==> config.mk <==
export PLATFORM = sky130hd
export DESIGN_NAME = ot_read_v2
export DESIGN_NICKNAME = d
export VERILOG_FILES = /design/src/rtl/ot_read_pkg.sv /design/src/rtl/count_yi_v4.sv /design/src/rtl/ot_rbuf.sv /design/src/rtl/ot_read_v2.sv
export SDC_FILE = /design/constraint.sdc
export NUM_CORES = 1
export LEC_CHECK = 0
export BUFFER_PORTS_ARGS = -buffer_cell sky130_fd_sc_hd__buf_2
export CORE_AREA = 4 4 251 253
export DETAILED_ROUTE_END_ITERATION = 10
export DIE_AREA = 0 0 255 257
export GPL_ROUTABILITY_DRIVEN = 0
export SYNTH_ARGS = -nofsm -noshare
export SYNTH_HDL_FRONTEND = slang
export SYNTH_SLANG_ARGS = --single-unit
==> constraint.sdc <==
create_clock -name clk -period 3 [get_ports clk]
set_input_delay 0.3 -clock clk [delete_from_list [all_inputs] [get_ports clk]]
set_output_delay 0.3 -clock clk [all_outputs]
set_load 0.03 [all_outputs]
==> src/rtl/ot_read_pkg.sv <==
// Shared constants for the output-SRAM reader: FSM state encodings and loop-order selectors.
package ot_read_pkg;

    localparam logic [1:0] S_IDLE  = 2'd0;
    localparam logic [1:0] S_ISSUE = 2'd1;
    localparam logic [1:0] S_DRAIN = 2'd2;
    localparam logic [1:0] S_DONE  = 2'd3;

    localparam logic ORD_CHA_IN = 1'b0;
    localparam logic ORD_COL_IN = 1'b1;

endpackage

==> src/rtl/count_yi_v4.sv <==
// Wrapping loop counter: clears on clr, steps on inc and returns to zero after reaching max.
module count_yi_v4 #(
    parameter int WIDTH = 10
) (
    input  logic             clk,
    input  logic             reset,
    input  logic             clr,
    input  logic             inc,
    input  logic [WIDTH-1:0] max,
    output logic [WIDTH-1:0] cnt
);

    always_ff @(posedge clk) begin
        if (reset || clr) begin
            cnt <= '0;
        end else if (inc) begin
            cnt <= (cnt == max) ? '0 : cnt + WIDTH'(1);
        end
    end

endmodule

==> src/rtl/ot_rbuf.sv <==
// Small synchronous return buffer; the head entry is presented combinationally and count is exact.
module ot_rbuf #(
    parameter int  WIDTH = 65,
    parameter int  DEPTH = 4,
    localparam int AW    = (DEPTH > 1) ? $clog2(DEPTH) : 1,
    localparam int CW    = $clog2(DEPTH + 1)
) (
    input  logic             clk,
    input  logic             reset,
    input  logic             push,
    input  logic [WIDTH-1:0] push_data,
    input  logic             pop,
    output logic [WIDTH-1:0] head,
    output logic [CW-1:0]    count
);

    logic [WIDTH-1:0] mem [DEPTH];
    logic [AW-1:0]    wr_ptr;
    logic [AW-1:0]    rd_ptr;

    // Depth need not be a power of two, so pointers wrap explicitly.
    function automatic logic [AW-1:0] next_ptr(input logic [AW-1:0] p);
        return (p == AW'(DEPTH - 1)) ? '0 : p + AW'(1);
    endfunction

    always_ff @(posedge clk) begin
        if (reset) begin
            wr_ptr <= '0;
            rd_ptr <= '0;
            count  <= '0;
            for (int i = 0; i < DEPTH; i++) begin
                mem[i] <= '0;
            end
        end else begin
            if (push) begin
                mem[wr_ptr] <= push_data;
                wr_ptr      <= next_ptr(wr_ptr);
            end
            if (pop) begin
                rd_ptr <= next_ptr(rd_ptr);
            end
            count <= count + CW'(push) - CW'(pop);
        end
    end

    assign head = mem[rd_ptr];

endmodule

==> src/rtl/ot_read_v2.sv <==
// Output-SRAM reader: walks a 3-level address loop and streams read data to the FIFO
// through a credit-limited return buffer, so back-pressure never drops or repeats a word.
module ot_read_v2
    import ot_read_pkg::*;
#(
    parameter int SRAM_DATA_BITS = 64,
    parameter int SRAM_ADDR_BITS = 10,
    parameter int SRAM_RD_LAT    = 1,
    parameter int OBUF_DEPTH     = 4
) (
    input  logic                      clk,
    input  logic                      reset,
    input  logic                      start,
    output logic                      busy,
    output logic                      done,
    input  logic                      fifo_full_n,
    output logic                      fifo_write,
    output logic                      fifo_last,
    output logic [SRAM_DATA_BITS-1:0] fifo_data,
    input  logic [SRAM_DATA_BITS-1:0] data_from_sram,
    output logic [SRAM_ADDR_BITS-1:0] addr_otsr,
    output logic                      cen_otsr,
    output logic                      wen_otsr,
    input  logic [SRAM_ADDR_BITS-1:0] cfg_ot_base,
    input  logic [SRAM_ADDR_BITS-1:0] cfg_ot_tgpfnsub1,
    input  logic [SRAM_ADDR_BITS-1:0] cfg_ot_tchafnsub1,
    input  logic [SRAM_ADDR_BITS-1:0] cfg_ot_tcolfnsub1,
    input  logic [SRAM_ADDR_BITS-1:0] cfg_ot_sft_gp,
    input  logic [SRAM_ADDR_BITS-1:0] cfg_ot_sft_colpra,
    input  logic                      cfg_ot_order
);

    localparam int AB  = SRAM_ADDR_BITS;
    localparam int IFW = $clog2(SRAM_RD_LAT + 1) + 1;
    localparam int BCW = $clog2(OBUF_DEPTH + 1);

    logic [1:0]    state;
    logic [AB-1:0] cfg_base, cfg_tgp, cfg_tcha, cfg_tcol, cfg_sgp, cfg_scol;
    logic          cfg_order;
    logic [AB-1:0] g_cnt, c_cnt, k_cnt;
    logic [AB-1:0] gp_acc, ch_acc;
    logic          g_last, c_last, k_last;
    logic          inc_g, inc_c, inc_k;
    logic          accept, issue, final_issue;
    logic [SRAM_RD_LAT-1:0] vld, tag;
    logic [IFW-1:0]         in_flight;
    logic [BCW-1:0]         buf_count;
    logic [SRAM_DATA_BITS:0] head;

    assign accept = (state == S_IDLE) && start;

    // Credit check uses registered occupancy only, so fifo_full_n never reaches cen_otsr.
    assign issue  = (state == S_ISSUE) && ((int'(in_flight) + int'(buf_count)) < OBUF_DEPTH);

    assign g_last      = (g_cnt == cfg_tgp);
    assign c_last      = (c_cnt == cfg_tcha);
    assign k_last      = (k_cnt == cfg_tcol);
    assign inc_c       = issue && ((cfg_order == ORD_CHA_IN) || k_last);
    assign inc_k       = issue && ((cfg_order == ORD_COL_IN) || c_last);
    assign inc_g       = issue && c_last && k_last;
    assign final_issue = inc_g && g_last;

    count_yi_v4 #(.WIDTH(AB)) u_cnt_g (
        .clk(clk), .reset(reset), .clr(accept), .inc(inc_g), .max(cfg_tgp), .cnt(g_cnt)
    );
    count_yi_v4 #(.WIDTH(AB)) u_cnt_c (
        .clk(clk), .reset(reset), .clr(accept), .inc(inc_c), .max(cfg_tcha), .cnt(c_cnt)
    );
    count_yi_v4 #(.WIDTH(AB)) u_cnt_k (
        .clk(clk), .reset(reset), .clr(accept), .inc(inc_k), .max(cfg_tcol), .cnt(k_cnt)
    );

    always_ff @(posedge clk) begin
        if (reset) begin
            state     <= S_IDLE;
            cfg_base  <= '0;
            cfg_tgp   <= '0;
            cfg_tcha  <= '0;
            cfg_tcol  <= '0;
            cfg_sgp   <= '0;
            cfg_scol  <= '0;
            cfg_order <= 1'b0;
            gp_acc    <= '0;
            ch_acc    <= '0;
        end else begin
            case (state)
                S_IDLE:  if (start) state <= S_ISSUE;
                S_ISSUE: if (final_issue) state <= S_DRAIN;
                S_DRAIN: if (fifo_last && in_flight == '0) state <= S_DONE;
                default: state <= S_IDLE;
            endcase
            if (accept) begin
                cfg_base  <= cfg_ot_base;
                cfg_tgp   <= cfg_ot_tgpfnsub1;
                cfg_tcha  <= cfg_ot_tchafnsub1;
                cfg_tcol  <= cfg_ot_tcolfnsub1;
                cfg_sgp   <= cfg_ot_sft_gp;
                cfg_scol  <= cfg_ot_sft_colpra;
                cfg_order <= cfg_ot_order;
                gp_acc    <= cfg_ot_base;
                ch_acc    <= '0;
            end else begin
                if (inc_g) gp_acc <= g_last ? cfg_base : gp_acc + cfg_sgp;
                if (inc_c) ch_acc <= c_last ? '0 : ch_acc + cfg_scol;
            end
        end
    end

    // Each issue carries a valid bit and last-tag down a chain matching the SRAM latency.
    always_ff @(posedge clk) begin
        if (reset) begin
            vld <= '0;
            tag <= '0;
        end else begin
            vld[0] <= issue;
            tag[0] <= final_issue;
            for (int i = 1; i < SRAM_RD_LAT; i++) begin
                vld[i] <= vld[i-1];
                tag[i] <= tag[i-1];
            end
        end
    end

    always_comb begin
        in_flight = '0;
        for (int i = 0; i < SRAM_RD_LAT; i++) begin
            in_flight = in_flight + IFW'(vld[i]);
        end
    end

    ot_rbuf #(.WIDTH(SRAM_DATA_BITS + 1), .DEPTH(OBUF_DEPTH)) u_rbuf (
        .clk       (clk),
        .reset     (reset),
        .push      (vld[SRAM_RD_LAT-1]),
        .push_data ({tag[SRAM_RD_LAT-1], data_from_sram}),
        .pop       (fifo_write),
        .head      (head),
        .count     (buf_count)
    );

    assign fifo_write = (buf_count != '0) && fifo_full_n;
    assign fifo_data  = head[SRAM_DATA_BITS-1:0];
    assign fifo_last  = head[SRAM_DATA_BITS] && fifo_write;
    assign addr_otsr  = gp_acc + ch_acc + k_cnt;
    assign cen_otsr   = ~issue;
    assign wen_otsr   = 1'b1;
    assign busy       = (state != S_IDLE);
    assign done       = (state == S_DONE);

endmodule

---- After elaboration in Yosys (flattened, before gate mapping) ----
Memories as Yosys holds them, arrays and structs flattened. A register that Yosys moved wholly into a read port is not among the register bits.
Index checks and enable logic that the tools add are counted.
cells by class
  multiplexer cells ....................... 23
  reductions and logical operators ........ 21
  magnitude comparators ................... 1
  equality and inequality tests ........... 11
  bitwise gates (word level) .............. 2
  $add $sub $neg .......................... 12
operators by type and width
  operator                                                    count
  2-to-1 mux 10 bit                                           7
  2-to-1 mux 65 bit                                           1
  OR reduction 65 bit                                         1
  adder 10 bit                                                4
  adder 10 x 1 -> 10 bit, second input constant               3
  == test 10 bit                                              3
  2-to-1 mux 2 bit                                            8
  logical AND 1 bit                                           10
  == test 2 bit, second input constant                        4
  2-to-1 mux 1 bit                                            6
  != test 2 bit, second input constant                        3
  one-hot mux 2 bit (3 select lines)                          1
  adder 1 x 3 -> 4 bit                                        1
  adder 2 x 1 -> 2 bit, second input constant                 2
  zero test 2 bit                                             2
  less-than comparator 4 x 3 -> 1 bit, second input constant  1
  nonzero test 2 bit                                          2
  adder 3 x 1 -> 3 bit                                        1
  logical OR 1 bit                                            3
  AND reduction 3 bit                                         1
  nonzero test 3 bit                                          1
  subtractor 3 x 1 -> 3 bit                                   1
  == test 2 x 1 -> 1 bit, second input constant               1
  inverter 1 bit                                              2
  OR reduction 2 bit                                          1
storage, ports and cells
  memories ................................ 1
  RAM bits ................................ 260
  input bits .............................. 129
  word-level logic and storage cells ...... 89
  register bits ........................... 122
memories
  name        words  bits a word  rd ports  clocked after memory_dff  wr ports  line           source
  u_rbuf.mem  4      65           1         1                         4         ot_rbuf.sv:17  logic [WIDTH-1:0] mem [DEPTH];

---- Logic depth before layout (Yosys ltp) ----
Gate-level depths: netlist of the first run.
  depth in word-level cells ............... 8
  gate-level depth with buffers ........... 12
  mapped depth without buffers ............ 12

---- Cells and area by module ----
Synthesis of the first run repeated with hierarchy kept, for this count alone.
unflattened totals
  cell total of the unflattened synthesis .. 1468
  area, all modules ....................... 18266.3 um2
by module, submodules not included
  module       seq. area each (um2)  times used  area each (um2)  cells an instance
  ot_rbuf      7987.7                1           11589.9          672
  ot_read_v2   1701.6                1           4983.5           616
  count_yi_v4  200.2                 3           564.3            60

---- Least setup slack after synthesis of the first run ----
Ideal clock, no wire load.
  kind .................................... register to output
  from .................................... reg u_cnt_k.cnt[0]
  to ...................................... out addr_otsr[7]
  slack ................................... 43 ps
  stages on the path, launching flop included .. 13
  required time ........................... 2700 ps
  arrival ................................. 2657 ps
  cells stage by stage .................... dfxtp_1 inv_1 fa_1 inv_1 ha_1 inv_1 fa_1 nor2b_1 o21ai_0 a21boi_0 o21ai_0 nor2b_1 xnor2_1
on the way
  word-level cells in the longest chain between the ends .. 1
RTL lines
  element                   line               source
  start: declaration        count_yi_v4.sv:10  output logic [WIDTH-1:0] cnt
  start signal: assignment  count_yi_v4.sv:17  cnt <= (cnt == max) ? '0 : cnt + WIDTH'(1);
  adder 10 bit              ot_read_v2.sv:144  assign addr_otsr = gp_acc + ch_acc + k_cnt;
  end: declaration          ot_read_v2.sv:21   output logic [SRAM_ADDR_BITS-1:0] addr_otsr,
Every way passes these cells.

---- Final worst setup path of the first run ----
  from .................................... reg u_cnt_k.cnt[1]
  to ...................................... out addr_otsr[9]
The elaborated chain is that of the path after synthesis.

==> out/metrics.yaml, run 1 <==
run_status:
  status: "complete, but fails checks"
  violations: "setup timing"
grt:
  grt_usage: 0.143
  grt_antenna_before_repair: 2
  use_met1: 0.179
  met2_usage: 0.248
  overflow: 0
  use_met3: 0.0316
  grt_first_pass_wirelength_um: 72900
  gr-max-usage-layer: "met2"
  grt_pass1_vias: 13100
  grt_max_degree: 66
power_and_ir_drop:
  clockPowerShare: 0.322
  power_frac_comb: 0.287
  finalPower_w: 0.0170
  p_int_w: 0.0113
  power_frac_seq: 0.391
  power.density_nw_per_um2: 745
  ir_drop_v: 0.000446
  netSwitchingFraction: 0.335
  p_switching_w: 0.00570
  power_leakage_nw: 8.84
worst_setup_path:
  worst-path-max-fanout: 2
  critPathSlowestCell: "fa_1"
  r2r-start: "state[1]"
  cp_common_cell: "o21ai_2"
  worstPathRequired_ns: 2.70
  r2r_cells: 8
  cp_top_family: "adder cells"
  crit_chain: "fa_1 > ha_2 > inv_2 > fa_2 > nor2b_2 > o21ai_2 > a21boi_2 > o21ai_2 > a21oi_2 > xnor2_1 > buf_4"
  reg2reg_slack_ns: 0.52
  cp-start-kind: "flop"
  crit_buf_inv: 2
  cp.arrival_ns: 2.96
  max_stage_delay_ns: 0.55
  cp-end-kind: "output port"
  r2r-end: "u_cnt_g.cnt[0]"
  critical_path_class: "reg -> out"
drt:
  drc_errors: 0
  via_per_inst: 4.72
  dr.first_iter.drc_count: 683
  drtPass1Iterations: 5
  ant_nets: 0
  vias: 12300
  wl_um: 47400
  wl_per_cell_um: 18.1
clock_tree:
  numCtsBuffers: 46
  clkTransAtPathRegs_ns: 0.06
  worst_skew_pair.late_latency_ns: 0.60
  cts.sinks: 384
  h-tree-depth: 2
  cts_root_buffer: "clkbuf_16"
  cts_max_path_buffers: 3
  tritoncts: "done"
timing:
  period_minus_slack_ns: 3.26
  max_clock_freq_mhz: 307
  fin_crit_sh: 1.09
  finalHoldViolCount: 0
  worstMarginPinSlew_ns: 0.832
  rsz0062_at_grt: "yes"
  clock_skew_ns: 0.0321
  final_max_slew_viol_count: 0
  setup_viol: 5
  relSlewSlack: 0.445
  layout_setup_ws_ns: -0.262
logic_synthesis:
  synthCells: 1465
  avgSynthCellArea_um2: 12.3
  yosysUniqueCellTypes: 66
  synth-seq-cells: 384
  synth_nets: 1645
  synth_edf_count: 260
  ys_warn_count: 0
  synth-main-ff-cell: "edfxtp_1"
  syn-cell-area_um2: 18100
  async_reset_ff_frac: 0
  seq_area_frac_synth: 0.570
cells_and_area:
  fin_cells: 2613
  drive_above_1_share: 0.241
  final_area_um2: 22800
  final_core_util: 0.374
  area_growth_pct: 26.3
  nNetsFinal: 1964
floorplan:
  core-area_um2: 61000
  ioPinCount: 209
  std_cell_rows: 91
  initial_utilization: 0.296
  die_w_um: 255
  die_area_um2: 65500
  fp.dieH_um: 257
min_path:
  whs_path_depth: 3
  holdPathEnd: "cfg_base[6]"
  hold_start: "cfg_ot_base[6]"
  holdCritPathClass: "in -> reg"
placement:
  place_ws_ns: 0.0709
  io_buffers: 207
  placed_area_um2: 20100
  hpwlAfterDp_um: 29600
  dp_cells: 2410
flow_run:
  cap_violations: 0
[flip-flops by register name, indices dropped and copies added (netlist names), 10 cells and up, named ones only]
signal and count:
u_cnt_g.cnt 10, cfg_scol 10, cfg_tcol 10, gp_acc 10, cfg_sgp 10, u_cnt_c.cnt 10, cfg_tcha 10, cfg_base 10
ch_acc 10, cfg_tgp 10, u_rbuf.mem 260, u_cnt_k.cnt 10
[synthesized netlist by cell type, drive strengths merged, types with 7 or more instances]
library cell / instances / area share
and2: 265 / 0.092
edfxtp: 260 / 0.43
nand2: 162 / 0.034
dfxtp: 124 / 0.14
a21oi: 96 / 0.027
mux4: 65 / 0.081
clkbuf: 61 / 0.013
nor2: 53 / 0.011
xnor2: 40 / 0.020
ha: 38 / 0.026
inv: 34 / 0.0071
xor2: 28 / 0.014
o21ai: 27 / 0.0079
buf: 25 / 0.0086
nand3: 16 / 0.0044
nor3: 15 / 0.0054
fa: 13 / 0.014
mux2i: 13 / 0.0072
nor4: 12 / 0.0060
a211oi: 10 / 0.0042
nand4: 10 / 0.0035
or3: 9 / 0.0032
nand2b: 8 / 0.0028
or2: 8 / 0.0029
and3: 7 / 0.0024
[layout by cell type (no fill, tap or decap), drive strengths merged, types with 4 or more instances in the layout]
cell and count:
nand4 10, dlygate4sd3 109, clkbuf 61, or3 9
nor2 53, o22ai 4, nor2b 4, nand3 16
nand2 162, xnor2 40, inv 36, ha 38
mux4 65, dfxtp 124, o211ai 4, clkinv 17
fa 13, or2 8, o21ai 27, o2111ai 4
and3 7, o31ai 5, edfxtp 260, and2 265
a21o 6, a211oi 10, nor3 15, nor4 12
a21oi 96, nand2b 8, mux2i 13, buf 248
a31o 4, xor2 28
[cells by family (layout without fill, tap and decap cells)]
family	count (synthesis)	in the layout	share of synthesized area
flip-flops	384	384	0.570
adder cells (fa/ha/maj)	51	51	0.0407
AND/OR/NAND/NOR	577	577	0.173
buffers and inverters	120	476	0.0283
multiplexers	81	81	0.0901
other	1	3	0.000208
AO/OA/AOI/OAI	183	183	0.0648
XOR/XNOR	68	68	0.0334
[routing by layer]
metal  up-vias  share of wire
met4         2          0.022
met3        67          0.060
met1      6083           0.43
met5         -        0.00030
li1       5844              -
met2       329           0.49
[cell type report]
cell class	count	area [µm²]
tap	790	988
timing repair buffer	357	2560
inverter	34	131
clock buffer	61	1240
clock inverter	24	244
multi-input combinational	961	7330
fill	5934	38200
sequential	384	10300
antenna	2	5.00
[worst max-delay path by stage]
| stage | from | to | slack (ns) | cells past startpoint |
|---|---|---|---|---|
| final | u_cnt_k.cnt[1] | addr_otsr[9] | -0.26 | 11 |
| after global routing | u_cnt_k.cnt[1] | addr_otsr[9] | -0.41 | 11 |
| after CTS | u_cnt_k.cnt[1] | addr_otsr[9] | -0.36 | 11 |
| after detailed placement | u_cnt_k.cnt[1] | addr_otsr[9] | 0.07 | 11 |
| after global placement | u_cnt_k.cnt[0] | addr_otsr[9] | 0.09 | 13 |
| after floorplan | u_cnt_k.cnt[0] | addr_otsr[7] | 0.04 | 12 |
[power groups by stage]
stage | registers [W] | logic, W | clock network, W
finish | 0.00664 | 0.00488 | 0.00548
global route | 0.00672 | 0.00531 | 0.00585
CTS | 0.00666 | 0.00492 | 0.00565
detailed placement | 0.00677 | 0.00476 | 0
global placement | 0.00673 | 0.00471 | 0
floorplan | 0.00660 | 0.00344 | 0
[stage by stage]
stage          setup TNS [ns]  hold slack (ns)
4_1_cts                -0.984        0.0000529
3_3_place_gp                0            0.440
2_1_floorplan               0            0.432
3_5_place_dp                0            0.445
6_report               -0.740           0.0296
5_1_grt                 -1.49           0.0100
[worst register-to-register path: stages, from the launching register on]
cell and delay (ns):
dfxtp_1 0.34, inv_1 0.09, ha_1 0.23, nand2b_1 0.12
nor4_4 0.31, o2111ai_2 0.33, or2_4 0.41, o21ai_0 0.42
nor2_1 0.09
[repair_timing]
action	CTS	global route
buffers inserted	6	2
gates resized for setup	20	8
gates cloned	0	0
hold buffers	109	0
pin swaps	8	12
endpoints found under the setup margin	5	6
endpoints found under the hold margin	215	0
Note: power is estimated with default switching activity, not from simulation.
==> run 2: changes to the inputs <==
--- a/config.mk
+++ b/config.mk
@@ -10,6 +10,8 @@
 export DETAILED_ROUTE_END_ITERATION = 10
 export DIE_AREA = 0 0 255 257
 export GPL_ROUTABILITY_DRIVEN = 0
+export PLACE_DENSITY = 0.42
+export SLEW_MARGIN = 5
 export SYNTH_ARGS = -nofsm -noshare
 export SYNTH_HDL_FRONTEND = slang
 export SYNTH_SLANG_ARGS = --single-unit
==> run 2 against run 1 <==
Final area is 0.67% lower. Maximum frequency is 3.8% lower. Flip-flop and latch count stayed put. The flow still finishes with violations (setup timing). Cell count is 0.46% lower. Wire length is 5.1% higher. Global-route usage is 0.87 points higher. Clock skew is 0.017 ns lower. Clock power is 4.0% lower. Sequential share of layout area is 0.30 points higher. Utilization is 0.25 points lower.
==> out/metrics.yaml, run 2 (synthesized netlist as in run 1, its figures left out) <==
run_status:
  status: "complete, but fails checks"  # unchanged
  violations: "setup timing"  # unchanged
cells_and_area:
  regMostFlops: "u_rbuf.mem"  # unchanged
  fill_cells: 6044  # was 5934
  largest_reg_flops: 260  # unchanged
  area_growth_pct: 25.4  # was 26.3%
  mostFrequentLayoutCells: "and2_1 (263), edfxtp_1 (260), buf_2 (201), nand2_1 (161), dfxtp_1 (118)"  # unchanged
  fin_cells: 2601  # was 2613
  final_common_cell: "and2_1"  # unchanged
  drive_above_1_share: 0.241  # about the same
  nNetsFinal: 1956  # was 1964
  final_core_util: 0.371  # was 0.374
timing:
  fin_crit_sh: 1.13  # was 1.09
  final_max_slew_viol_count: 0  # unchanged
  period_minus_slack_ns: 3.39  # was 3.26 ns
  rsz0062_at_grt: "yes"  # unchanged
  layout_setup_ws_ns: -0.390  # was -0.262 ns
  setup_viol: 5  # unchanged
  max_clock_freq_mhz: 295  # was 307 MHz
  finalHoldViolCount: 0  # unchanged
  clock_skew_ns: 0.0152  # was 0.0321 ns
  worstMarginPinSlew_ns: 0.849  # was 0.832 ns
  relSlewSlack: 0.434  # was 0.445
worst_setup_path:
  cp_common_cell: "o21ai_1"  # was o21ai_2
  reg2reg_slack_ns: 0.59  # was 0.52 ns
  max_stage_delay_ns: 0.56  # was 0.55 ns
  critical_path_class: "reg -> out"  # unchanged
  r2r_cells: 8  # unchanged
  worst-path-max-fanout: 2  # unchanged
  critPathSlowestCell: "fa_1"  # unchanged
  cp-start-kind: "flop"  # unchanged
  cp.arrival_ns: 3.09  # was 2.96 ns
  r2r-start: "state[1]"  # unchanged
  r2r-end: "u_cnt_g.cnt[6]"  # was u_cnt_g.cnt[0]
  crit_chain: "fa_1 > ha_2 > inv_2 > fa_2 > nor2b_1 > o21ai_1 > a21boi_1 > o21ai_1 > a21oi_1 > xnor2_1 > buf_4"  # was fa_1 > ha_2 > inv_2 > fa_2 > nor2b_2 > o21ai_2 > a21boi_2 > o21ai_2 > a21oi_2 > xnor2_1 > buf_4
  cp-end-kind: "output port"  # unchanged
  worstPathRequired_ns: 2.70  # about the same
clock_tree:
  cts_max_path_buffers: 3  # unchanged
  cts.sinks: 384  # unchanged
  h-tree-depth: 2  # unchanged
  cts_root_buffer: "clkbuf_16"  # unchanged
  clkTransAtPathRegs_ns: 0.06  # about the same
  tritoncts: "done"  # unchanged
  worst_skew_pair.late_latency_ns: 0.58  # was 0.60 ns
  numCtsBuffers: 46  # unchanged
grt:
  grt_first_pass_wirelength_um: 76500  # was 72900 µm
  grt_max_degree: 68  # was 66
  grt_pass1_vias: 12800  # was 13100
  grt_antenna_before_repair: 2  # unchanged
  grt_usage: 0.151  # was 0.143
  overflow: 0  # unchanged
drt:
  via_per_inst: 4.60  # was 4.72
  wl_um: 49800  # was 47400 µm
  wl_per_cell_um: 19.1  # was 18.1 µm
  dr.first_iter.drc_count: 575  # was 683
  vias: 12000  # was 12300
  drtPass1Iterations: 5  # unchanged
  drc_errors: 0  # unchanged
  ant_nets: 0  # unchanged
power_and_ir_drop:
  p_int_w: 0.0112  # was 0.0113 W
  power_frac_seq: 0.393  # was 0.391
  netSwitchingFraction: 0.339  # was 0.335
  finalPower_w: 0.0169  # was 0.0170 W
  power_leakage_nw: 8.79  # was 8.84 nW
  clockPowerShare: 0.311  # was 0.322
  power_frac_comb: 0.296  # was 0.287
  p_switching_w: 0.00574  # was 0.00570 W
  ir_drop_v: 0.000400  # was 0.000446 V
  power.density_nw_per_um2: 747  # was 745 nW/µm²
floorplan:
  fp.dieH_um: 257  # unchanged
  std_cell_rows: 91  # unchanged
  initial_utilization: 0.296  # unchanged
  die_area_um2: 65500  # unchanged
  die_w_um: 255  # unchanged
  ioPinCount: 209  # unchanged
  core-area_um2: 61000  # unchanged
placement:
  io_buffers: 207  # unchanged
  dp_cells: 2424  # was 2410
  place_ws_ns: -0.0413  # was 0.0709 ns
  hpwlAfterDp_um: 31700  # was 29600 µm
min_path:
  holdPathEnd: "u_rbuf.mem[1][5]"  # was cfg_base[6]
  whs_path_depth: 2  # was 3
  holdCritPathClass: "in -> reg"  # unchanged
  hold_start: "data_from_sram[5]"  # was cfg_ot_base[6]
flow_run:
  cap_violations: 0  # unchanged
run 2: area by class of cell:
cell class | instances | area [µm²] | share of cell area
flip-flops and latches | 384 | 10300 | 0.455
multi-input cells | 961 | 7320 | 0.323
repair buffers | 349 | 2500 | 0.110
clock buffers | 63 | 1250 | 0.0551
well taps | 790 | 988 | 0.0436
clock inverters | 19 | 158 | 0.00696
inverters | 34 | 131 | 0.00580
diodes | 1 | 2.50 | 0.000110
run 2: how the worst max path moves through the flow:
stage | startpoint | cells after the start | slack [ns] | to
floorplan | u_cnt_k.cnt[0] | 12 | 0.04 | addr_otsr[7]
detailed placement | u_cnt_k.cnt[1] | 11 | -0.04 | addr_otsr[7]
CTS | u_cnt_k.cnt[1] | 11 | -0.46 | addr_otsr[9]
global placement | u_cnt_k.cnt[0] | 13 | -0.05 | addr_otsr[7]
global route | u_cnt_k.cnt[1] | 11 | -0.57 | addr_otsr[9]
finish | u_cnt_k.cnt[1] | 11 | -0.39 | addr_otsr[9]
run 2: power groups by stage:
stage	clock network [W]	registers [W]	logic [W]
floorplan	0	0.00660	0.00344
global placement	0	0.00676	0.00498
detailed placement	0	0.00678	0.00498
CTS	0.00548	0.00667	0.00513
global route	0.00566	0.00672	0.00550
finish	0.00526	0.00664	0.00502
run 2: per-stage QoR:
step / TNS, ns / area [µm²] / hold WS [ns]
floorplan: 0 / 18100 / 0.432
global placement: -0.0486 / 20200 / 0.440
detailed placement: -0.0413 / 20200 / 0.445
CTS: -1.67 / 22700 / 0.0000846
global route: -1.94 / 22600 / 0.0113
finish: -1.09 / 22600 / 0.0397
run 2: worst max-delay path, delay by kind of cell (launching register included):
kind	cells	cell delay [ns]
adder cells (fa/ha/maj)	3	1.10
AO/OA/AOI/OAI	4	0.54
flip-flops	1	0.33
buffers and inverters	2	0.25
XOR/XNOR	1	0.18
AND/OR/NAND/NOR	1	0.12
run 2: repair_timing:
item | 4_1_cts | 5_1_grt
pin swaps | 5 | 6
buffers inserted | 3 | 0
endpoints found under the hold margin | 166 | 0
setup endpoints to repair | 5 | 6
gates resized for setup | 19 | 4
hold buffers | 94 | 0
run 2: per-layer routing:
layer / vias to the layer above / global-route usage / part of all wire
met5: - / 0 / 0
met4: 0 / 0.0358 / 0.019
met3: 66 / 0.0297 / 0.043
met2: 226 / 0.265 / 0.50
met1: 5837 / 0.193 / 0.44
li1: 5846 / - / -
==> run 3: changes to the inputs <==
--- a/config.mk
+++ b/config.mk
@@ -5,7 +5,7 @@
 export SDC_FILE = /design/constraint.sdc
 export NUM_CORES = 1
 export LEC_CHECK = 0
-export BUFFER_PORTS_ARGS = -buffer_cell sky130_fd_sc_hd__buf_2
+export BUFFER_PORTS_ARGS = -buffer_cell sky130_fd_sc_hd__buf_4
 export CORE_AREA = 4 4 251 253
 export DETAILED_ROUTE_END_ITERATION = 10
 export DIE_AREA = 0 0 255 257
==> run 3 against run 2 <==
The run still ends with setup timing left. Clock power up 4.8%. Power is 3.2% higher. Worst hold slack better by 0.0076 ns. Die area stayed put. Flip-flop and latch count did not move. Register-to-register slack got worse by 0.08 ns. First-iteration DRC count down 9.0%. Cell count grew 1.5%. Clock skew increased by 0.0028 ns. Via count rose by 2.0%. Combinational power is 5.2% higher. Critical endpoint is now addr_otsr[7]. Largest power group unchanged.
==> out/metrics.yaml, run 3 (synthesized netlist as in run 1, its figures left out) <==
clock_tree:
  cts_root_buffer: "clkbuf_16"  # unchanged
  worst_skew_pair.late_latency_ns: 0.58  # about the same
  h-tree-depth: 2  # unchanged
  tritoncts: "done"  # unchanged
  cts.sinks: 384  # unchanged
  cts_max_path_buffers: 3  # unchanged
  numCtsBuffers: 47  # was 46
  clkTransAtPathRegs_ns: 0.06  # about the same
floorplan:
  die_w_um: 255  # unchanged
  initial_utilization: 0.296  # unchanged
  fp.dieH_um: 257  # unchanged
  ioPinCount: 209  # unchanged
  std_cell_rows: 91  # unchanged
  core-area_um2: 61000  # unchanged
  die_area_um2: 65500  # unchanged
cells_and_area:
  regArea_um2: 10300  # about the same
  fill_cells: 5924  # was 6044
  final_core_util: 0.387  # was 0.371
  multi_input_area_um2: 7360  # was 7320 µm²
  area_growth_pct: 30.7  # was 25.4%
  antenna_cells: 0  # was 1
  drive_above_1_share: 0.250  # was 0.241
  largest_reg_flops: 260  # unchanged
  regMostFlops: "u_rbuf.mem"  # unchanged
  mostFrequentLayoutCells: "and2_1 (263), edfxtp_1 (260), buf_4 (248), nand2_1 (160), dlygate4sd3_1 (122)"  # was and2_1 (263), edfxtp_1 (260), buf_2 (201), nand2_1 (161), dfxtp_1 (118)
  nNetsFinal: 1991  # was 1956
  final_common_cell: "and2_1"  # unchanged
placement:
  hpwlAfterDp_um: 32400  # was 31700 µm
  io_buffers: 207  # unchanged
timing:
  worstMarginPinSlew_ns: 0.966  # was 0.849 ns
  final_max_slew_viol_count: 0  # unchanged
  rsz0062_at_grt: "yes"  # unchanged
  fin_crit_sh: 1.10  # was 1.13
  tns_ns: -1.04  # was -1.09 ns
  finalHoldViolCount: 0  # unchanged
  layout_setup_ws_ns: -0.313  # was -0.390 ns
  setup_viol: 5  # unchanged
  relSlewSlack: 0.356  # was 0.434
  period_minus_slack_ns: 3.31  # was 3.39 ns
  max_clock_freq_mhz: 302  # was 295 MHz
  clock_skew_ns: 0.0179  # was 0.0152 ns
run_status:
  status: "complete, but fails checks"  # unchanged
  violations: "setup timing"  # unchanged
worst_setup_path:
  r2r-start: "u_cnt_c.cnt[3]"  # was state[1]
  reg2reg_slack_ns: 0.51  # was 0.59 ns
  cp-end-kind: "output port"  # unchanged
  worst-path-max-fanout: 2  # unchanged
  r2r-end: "gp_acc[5]"  # was u_cnt_g.cnt[6]
  cp.arrival_ns: 3.01  # was 3.09 ns
  worstPathRequired_ns: 2.70  # about the same
  critical_path_class: "reg -> out"  # unchanged
  cp-start-kind: "flop"  # unchanged
  r2r_cells: 6  # was 8
min_path:
  holdPathEnd: "cfg_tgp[5]"  # was u_rbuf.mem[1][5]
  hold_start: "cfg_ot_tgpfnsub1[5]"  # was data_from_sram[5]
  holdCritPathClass: "in -> reg"  # unchanged
  whs_path_depth: 3  # was 2
drt:
  wl_um: 50500  # was 49800 µm
  drc_errors: 0  # unchanged
  dr.first_iter.drc_count: 523  # was 575
  drtPass1Iterations: 5  # unchanged
  vias: 12200  # was 12000
  via_per_inst: 4.63  # was 4.60
  ant_nets: 0  # unchanged
  wl_per_cell_um: 19.1  # about the same
power_and_ir_drop:
  power.density_nw_per_um2: 740  # was 747 nW/µm²
  power_leakage_nw: 9.14  # was 8.79 nW
  ir_drop_v: 0.000413  # was 0.000400 V
grt:
  grt_usage: 0.154  # was 0.151
  grt_first_pass_wirelength_um: 77600  # was 76500 µm
  grt_pass1_vias: 13000  # was 12800
  grt_antenna_before_repair: 0  # was 2
  overflow: 0  # unchanged
  grt_max_degree: 84  # was 68
flow_run:
  cap_violations: 0  # unchanged
run 3: cell count changes in the layout (fill, tap and decap cells not counted), sizes merged:
cell and change:
diode -1, dlygate4sd3 +28, buf +6, bufinv -1
clkinv +3, clkbuf +3
run 3: area by class of cell:
class,instances,area share
sequential,384,0.437
multi-input combinational,961,0.312
timing repair buffer,383,0.141
clock buffer,66,0.0576
tap,790,0.0419
clock inverter,21,0.00573
inverter,34,0.00557
run 3: worst max-delay path, cell delays in order (launching register included):
cell      delay, ns
dfxtp_2        0.33
fa_1           0.54
ha_2           0.19
inv_2          0.04
fa_2           0.34
nor2b_2        0.13
o21ai_2        0.08
a21boi_2       0.19
o21ai_2        0.09
nor2b_2        0.17
xnor2_2        0.18
buf_6          0.16
run 3: worst max-delay path by stage:
stage / startpoint / endpoint / slack [ns] / cells after the start
finish: ch_acc[1] / addr_otsr[7] / -0.31 / 11
CTS: u_cnt_k.cnt[1] / addr_otsr[9] / -0.47 / 11
global placement: u_cnt_k.cnt[0] / addr_otsr[7] / -0.03 / 13
detailed placement: u_cnt_k.cnt[1] / addr_otsr[7] / -0.03 / 11
floorplan: u_cnt_k.cnt[0] / addr_otsr[7] / 0.04 / 12
global route: ch_acc[1] / addr_otsr[9] / -0.47 / 11
run 3: per-stage QoR:
stage	area [µm²]	setup slack, ns	total power [W]	hold slack [ns]	instances
floorplan	18100	0.0426	0.0100	0.432	1465
global placement	20800	-0.0261	0.0120	0.440	2426
detailed placement	20800	-0.0339	0.0120	0.446	2426
CTS	23600	-0.468	0.0178	0.00159	2640
global route	23600	-0.470	0.0184	0.0140	2639
finish	23600	-0.313	0.0175	0.0473	2639
run 3: timing repair:
| action | in CTS | in global routing |
|---|---|---|
| resized for setup | 21 | 13 |
| pin swaps | 8 | 13 |
| setup endpoints to repair | 5 | 6 |
| buffers inserted | 7 | 1 |
| hold endpoints to repair | 310 | 0 |
| hold buffers | 122 | 0 |
run 3: per-layer routing:
| layer | part of all wire | wire length [µm] | up-vias | global-route usage |
|---|---|---|---|---|
| met5 | 0 | 0 | - | 0 |
| met3 | 0.039 | 1990 | 67 | 0.0263 |
| met2 | 0.49 | 24800 | 236 | 0.267 |
| met1 | 0.45 | 22500 | 5999 | 0.199 |
| li1 | - | - | 5916 | - |
| met4 | 0.022 | 1130 | 0 | 0.0394 |
run 3: report_power, final:
part           switching [W]  internal (W)  total [W]
Combinational        0.00314       0.00214    0.00528
Sequential          0.000384       0.00629    0.00667
Clock                0.00234       0.00317    0.00551
